## config.mk

```make
export PLATFORM = sky130hd
export DESIGN_NAME = key_scan_arb
export DESIGN_NICKNAME = d
export VERILOG_FILES = /design/src/rtl/key_scan_arb.sv
export SDC_FILE = /design/constraint.sdc
export NUM_CORES = 1
export LEC_CHECK = 0
export CORE_UTILIZATION = 59
export CTS_CLUSTER_DIAMETER = 50
export DETAILED_ROUTE_END_ITERATION = 10
export PLACE_DENSITY = 0.95
export SLEW_MARGIN = 5
export SYNTH_ARGS = -nofsm -noshare
export SYNTH_HDL_FRONTEND = slang
export SYNTH_SLANG_ARGS = --single-unit
export TNS_END_PERCENT = 5
```

## constraint.sdc

```tcl
create_clock -name clk -period 3.6 [get_ports clk]
set_input_delay 0.36 -clock clk [delete_from_list [all_inputs] [get_ports clk]]
set_output_delay 0.36 -clock clk [all_outputs]
set_load 0.03 [all_outputs]
```

## src/rtl/key_scan_arb.sv

```systemverilog
// key_scan_arb: round-robin key scanner sharing one debounce counter.
// Each raw key is synchronized, then a pointer walks the keys looking for
// a level that differs from the debounced copy. The first mismatch claims
// the shared counter. The new level is committed once it has held for
// DEB_DELAY+1 cycles. A commit produces a one-cycle press or release pulse,
// and each committed press inverts the key's ctrl bit.
// Optional feature: define KEY_LONG_PRESS_EN to add a long-press timer that
// pulses key_long[i] LONG_DELAY cycles after the newest committed press.
module key_scan_arb #(
  parameter int KEY_NUM    = 4,
  parameter int DEB_DELAY  = 20'h7_ffff,
  parameter int LONG_DELAY = 24'hff_ffff
) (
  input  logic                       clk,
  input  logic                       rst_n,
  input  logic [KEY_NUM-1:0]         key,
  output logic [KEY_NUM-1:0]         key_stable,
  output logic [KEY_NUM-1:0]         key_press,
  output logic [KEY_NUM-1:0]         key_release,
  output logic [KEY_NUM-1:0]         ctrl,
  output logic [KEY_NUM-1:0]         key_long,
  output logic                       busy,
  output logic [$clog2(KEY_NUM)-1:0] cur_idx
);

  localparam int IDX_W = $clog2(KEY_NUM);
  localparam int CNT_W = $clog2(DEB_DELAY + 1);

  typedef enum logic {SCAN, DEB} state_t;

  state_t             state, state_nx;
  logic [KEY_NUM-1:0] key_meta, key_sync;
  logic [IDX_W-1:0]   ptr, ptr_nx, cur_idx_nx;
  logic [CNT_W-1:0]   cnt, cnt_nx;
  logic [KEY_NUM-1:0] stable_nx, ctrl_nx, press_nx, release_nx;

  // Advance a key index, wrapping from the last key back to key 0.
  function automatic logic [IDX_W-1:0] wrap_inc(input logic [IDX_W-1:0] i);
    return (i == IDX_W'(KEY_NUM - 1)) ? '0 : i + IDX_W'(1);
  endfunction

  // Two-flop synchronizer. It resets to "released" so no phantom press appears.
  always_ff @(posedge clk) begin
    if (!rst_n) begin
      key_meta <= '1;
      key_sync <= '1;
    end else begin
      // NOTE: sequential state uses non-blocking assignments, so every flop
      // samples pre-edge values and the two synchronizer stages stay distinct.
      key_meta <= key;
      key_sync <= key_meta;
    end
  end

  // Scan/debounce next-state logic and commit decode.
  always_comb begin
    // NOTE: every output of this block gets a default first, so no path can
    // leave one unassigned and infer a latch.
    state_nx   = state;
    ptr_nx     = ptr;
    cur_idx_nx = cur_idx;
    cnt_nx     = cnt;
    stable_nx  = key_stable;
    ctrl_nx    = ctrl;
    press_nx   = '0;
    release_nx = '0;
    case (state)
      SCAN: begin
        if (key_sync[ptr] != key_stable[ptr]) begin
          state_nx   = DEB;
          cur_idx_nx = ptr;
          cnt_nx     = '0;
        end else begin
          ptr_nx = wrap_inc(ptr);
        end
      end
      DEB: begin
        if (key_sync[cur_idx] == key_stable[cur_idx]) begin
          // Bounce: drop the candidate silently and resume after this key.
          state_nx = SCAN;
          ptr_nx   = wrap_inc(cur_idx);
        end else if (cnt < CNT_W'(DEB_DELAY)) begin
          cnt_nx = cnt + CNT_W'(1);
        end else begin
          state_nx           = SCAN;
          ptr_nx             = wrap_inc(cur_idx);
          stable_nx[cur_idx] = key_sync[cur_idx];
          if (!key_sync[cur_idx]) begin
            press_nx[cur_idx] = 1'b1;
            ctrl_nx[cur_idx]  = ~ctrl[cur_idx];
          end else begin
            release_nx[cur_idx] = 1'b1;
          end
        end
      end
      default: state_nx = SCAN;
    endcase
  end

  // State register. Reset here also discards any debounce in progress.
  always_ff @(posedge clk) begin
    if (!rst_n) begin
      state       <= SCAN;
      ptr         <= '0;
      cur_idx     <= '0;
      cnt         <= '0;
      key_stable  <= '1;
      ctrl        <= '0;
      key_press   <= '0;
      key_release <= '0;
    end else begin
      state       <= state_nx;
      ptr         <= ptr_nx;
      cur_idx     <= cur_idx_nx;
      cnt         <= cnt_nx;
      key_stable  <= stable_nx;
      ctrl        <= ctrl_nx;
      key_press   <= press_nx;
      key_release <= release_nx;
    end
  end

  assign busy = (state == DEB);

`ifdef KEY_LONG_PRESS_EN
  localparam int LONG_W = $clog2(LONG_DELAY + 1);

  logic             long_act;
  logic [IDX_W-1:0] long_idx;
  logic [LONG_W-1:0] long_cnt;

  // Single long-press timer. The newest committed press re-arms it, and a
  // release commit of the tracked key clears it.
  always_ff @(posedge clk) begin
    if (!rst_n) begin
      long_act <= 1'b0;
      long_idx <= '0;
      long_cnt <= '0;
      key_long <= '0;
    end else begin
      key_long <= '0;
      if (press_nx != '0) begin
        long_act <= 1'b1;
        long_idx <= cur_idx;
        long_cnt <= '0;
      end else if (long_act) begin
        if (release_nx[long_idx]) begin
          long_act <= 1'b0;
        end else if (!key_stable[long_idx]) begin
          // The count is 0 in the press-pulse cycle, so the pulse registered
          // at LONG_DELAY-1 lands exactly LONG_DELAY cycles after the press.
          if (long_cnt == LONG_W'(LONG_DELAY - 1)) begin
            key_long[long_idx] <= 1'b1;
            long_act           <= 1'b0;
          end else begin
            long_cnt <= long_cnt + LONG_W'(1);
          end
        end
      end
    end
  end
`else
  assign key_long = '0;
`endif

endmodule

```

==> impl_metrics.py <==
metrics = {
    "place": {
        "dpl.hpwl_um": 3782,
        "placed_area_sq_um": 2621,
        "dp_slack_ps": 509.9,
        "port-buffer-count": 24,
        "gp_congestion": 0.9055,
    },
    "power": {
        "vdd_drop_max_v": 0.0003665,
        "p_sw_w": 0.0003208,
        "switching_share_pct": 27.67,
        "leakage_nw": 0.9885,
        "p_clk_share_pct": 35.6,
        "power_frac_seq_pct": 50.8,
        "p_int_w": 0.0008384,
        "p_comb_share_pct": 13.6,
        "p_per_area_nw_per_um2": 422.7,
    },
    "layout": {
        "num_antenna_cells": 0,
        "drive_gt1_share_pct": 10.22,
        "design_area_sq_um": 2743,
        "nets": 286,
        "area.growth.synth_to_final_pct": 13.16,
    },
    "setup_path": {
        "cp-endpoint": "cnt[7]",
        "crit_type": "reg2reg",
        "worstSetupStartpointType": "register",
        "cp-startpoint": "cur_idx[0]",
        "cp_data_arrival_time_ps": 3360,
        "reg2reg_slack_ps": 450,
        "r2r_start": "cur_idx[0]",
        "crit_path_end_kind": "register",
        "ff2ff_path_depth": 6,
        "r2r-end": "cnt[7]",
        "crit_fanout": 12,
        "critPathRequiredTime_ps": 3810,
    },
    "global_route": {
        "top_usage_layer": "met2",
        "met1_usage_pct": 35.41,
        "grt_overflow": 0,
        "gr-usage-met2_pct": 45.92,
        "met3_usage_pct": 5.345,
        "track_usage_pct": 27.76,
        "grt_pass1_vias": 1978,
        "grt_max_degree": 31,
        "grt_first_pass_wirelength_um": 9177,
        "antenna_found_initial": 0,
    },
    "clock_network": {
        "cts_resized": 0,
        "hold_buffers": 0,
        "numClockSinks": 48,
        "numCtsBuffers": 5,
        "cts_tree": "done",
        "clk_path_buf_depth": 2,
        "post-cts-setup-buffers": 0,
        "cts.clk_slew.worst_paths_ps": 90,
        "clk_latency_ps": 310,
        "cts_root_buf": "clkbuf_8",
        "h-tree-depth": 2,
    },
    "logic_synthesis": {
        "yosys_most_used_dff": "dfxtp_1",
        "yosysMostFrequentCell": "dfxtp_1",
        "synth_area_leader_cell": "dfxtp_1",
        "synth-edff-count": 0,
        "async_reset_ff_share_pct": 0,
        "ys_seq_area_share_pct": 39.65,
        "synth_top_area_share_pct": 39.65,
        "netlist_instances": 257,
        "synth_common_cells": "dfxtp_1 (48), nand2_1 (23), nand3_1 (13)",
        "syn_avg_cell_area_sq_um": 9.430,
        "synth.area.top_cells": "dfxtp_1 (40%), ha_1 (3.6%), nand2_1 (3.6%)",
        "syn_area_sq_um": 2424,
        "ys_types": 55,
        "ys_ff_latch": 48,
        "ys.warnings.count": 0,
    },
    "timing": {
        "fin_tns_setup_ps": 0,
        "finalHoldViolations": 0,
        "tightest_slew_ps": 806.8,
        "fin_crit_sh_pct": 87.56,
        "fmax_mhz": 317.3,
        "setup-violations-final": 0,
        "grt_setup_unrepaired": "false",
        "slew_headroom_pct": 46.14,
        "finalClockSkew_ps": 9.362,
        "finalMaxSlewViolations": 0,
        "period_minus_slack_ps": 3152,
        "whs_ps": 418.7,
        "setup_slack_ps": 448.0,
    },
    "die": {
        "fp.dieW_um": 66.09,
        "ioPinCount": 29,
        "die-height_um": 66.09,
        "start_util_pct": 63.80,
        "core-area_sq_um": 3799,
        "die_area_sq_um": 4368,
        "rows": 22,
    },
    "status": {
        "outcome": "complete, no violations",
    },
    "detailed_routing": {
        "dr_total_vias": 2074,
        "routedWlPerCell_um": 17.42,
        "drt_first_pass_iters": 5,
        "drc_errors": 0,
        "antenna_left": 0,
        "routed_wl_um": 5610,
        "drt_iter0_markers": 274,
        "drt-vias-per-instance": 6.441,
    },
    "run": {
        "cap_violations": 0,
    },
    "worst_hold_path": {
        "min_path_type": "reg2reg",
        "min_delay_path_depth": 1,
    },
}
==> metal layers <==
metal	up-vias	part of all wire, %
met5	-	0
met4	0	1.6
met3	12	7.9
met2	114	48
met1	975	43
li1	973	-
==> critical path: stages, from the launching register on <==
cell and delay, ps:
dfxtp_1 580, mux4_1 630, ha_1 310, and2b_2 270
o21ai_1 420, nand2_1 460, a311oi_1 380
==> registers in the layout (all words and copies together), names as in the netlist <==
name         count
cnt             19
cur_idx          2
key_meta         4
key_stable       4
key_press        4
key_sync         4
key_release      4
busy             1
ptr              2
ctrl             4
==> through the flow <==
step           power [W]  util [%]  instances
3_5_place_dp   0.0007517     69.01        314
2_1_floorplan  0.0007084         -        260
4_1_cts         0.001159     72.20        322
6_report        0.001159     72.20        322
3_3_place_gp   0.0007392     69.01        314
5_1_grt         0.001200     72.20        322
==> worst min-delay path by stage <==
stage | from | end | slack (ps)
2_1_floorplan | key_meta[0] | key_sync[0] | 390
3_3_place_gp | key_meta[1] | key_sync[1] | 390
3_5_place_dp | key_meta[1] | key_sync[1] | 400
4_1_cts | key_meta[1] | key_sync[1] | 420
5_1_grt | key_meta[0] | key_sync[0] | 430
6_report | key_meta[1] | key_sync[1] | 420
==> cell usage in the layout, fill, tap and decap left out, drive strengths merged, types with 3 or more instances in the layout <==
master | synthesis | final
dfxtp | 48 | 48
clkdlybuf4s50 | 0 | 24
nand2 | 23 | 23
nand3 | 13 | 13
a21oi | 13 | 13
nor2 | 11 | 11
and2 | 10 | 10
nand2b | 10 | 10
and4 | 8 | 8
and3 | 8 | 8
nand4 | 8 | 8
ha | 7 | 7
nor3 | 7 | 7
clkbuf | 6 | 6
inv | 6 | 6
o21ai | 6 | 6
a311oi | 6 | 6
xnor2 | 5 | 5
mux2i | 5 | 5
a31oi | 5 | 5
a211oi | 4 | 4
nand4b | 4 | 4
o221ai | 4 | 4
conb | 1 | 4
a21boi | 3 | 3
a311o | 3 | 3
mux4 | 3 | 3
==> power by group through the flow <==
stage          Combinational [W]  Sequential, W  Clock [W]
2_1_floorplan           0.000120       0.000589          0
3_3_place_gp            0.000143       0.000597          0
3_5_place_dp            0.000154       0.000598          0
4_1_cts                 0.000155       0.000586   0.000417
5_1_grt                 0.000171       0.000592   0.000438
6_report                0.000158       0.000589   0.000412
==> final cells by class <==
class / count / area [sq um]
well taps: 48 / 60.06
clock inverters: 2 / 38.79
fillers: 293 / 1056
flip-flops and latches: 48 / 960.9
clock buffers: 6 / 82.58
repair buffers: 25 / 247.7
inverters: 6 / 22.52
multi-input cells: 187 / 1330
==> logic make-up after synthesis <==
family	Yosys count	share of synthesized area (%)
and+or+nand+nor	110	27.62
AOI/OAI and AO/OA	52	15.69
adders and majority gates	7	3.614
muxes	8	5.163
xor gates and xnor gates	6	2.168
DFF	48	39.65
buffers and inverters	25	5.937
other	1	0.1547
No activity file was read; power rests on OpenSTA's default activity.
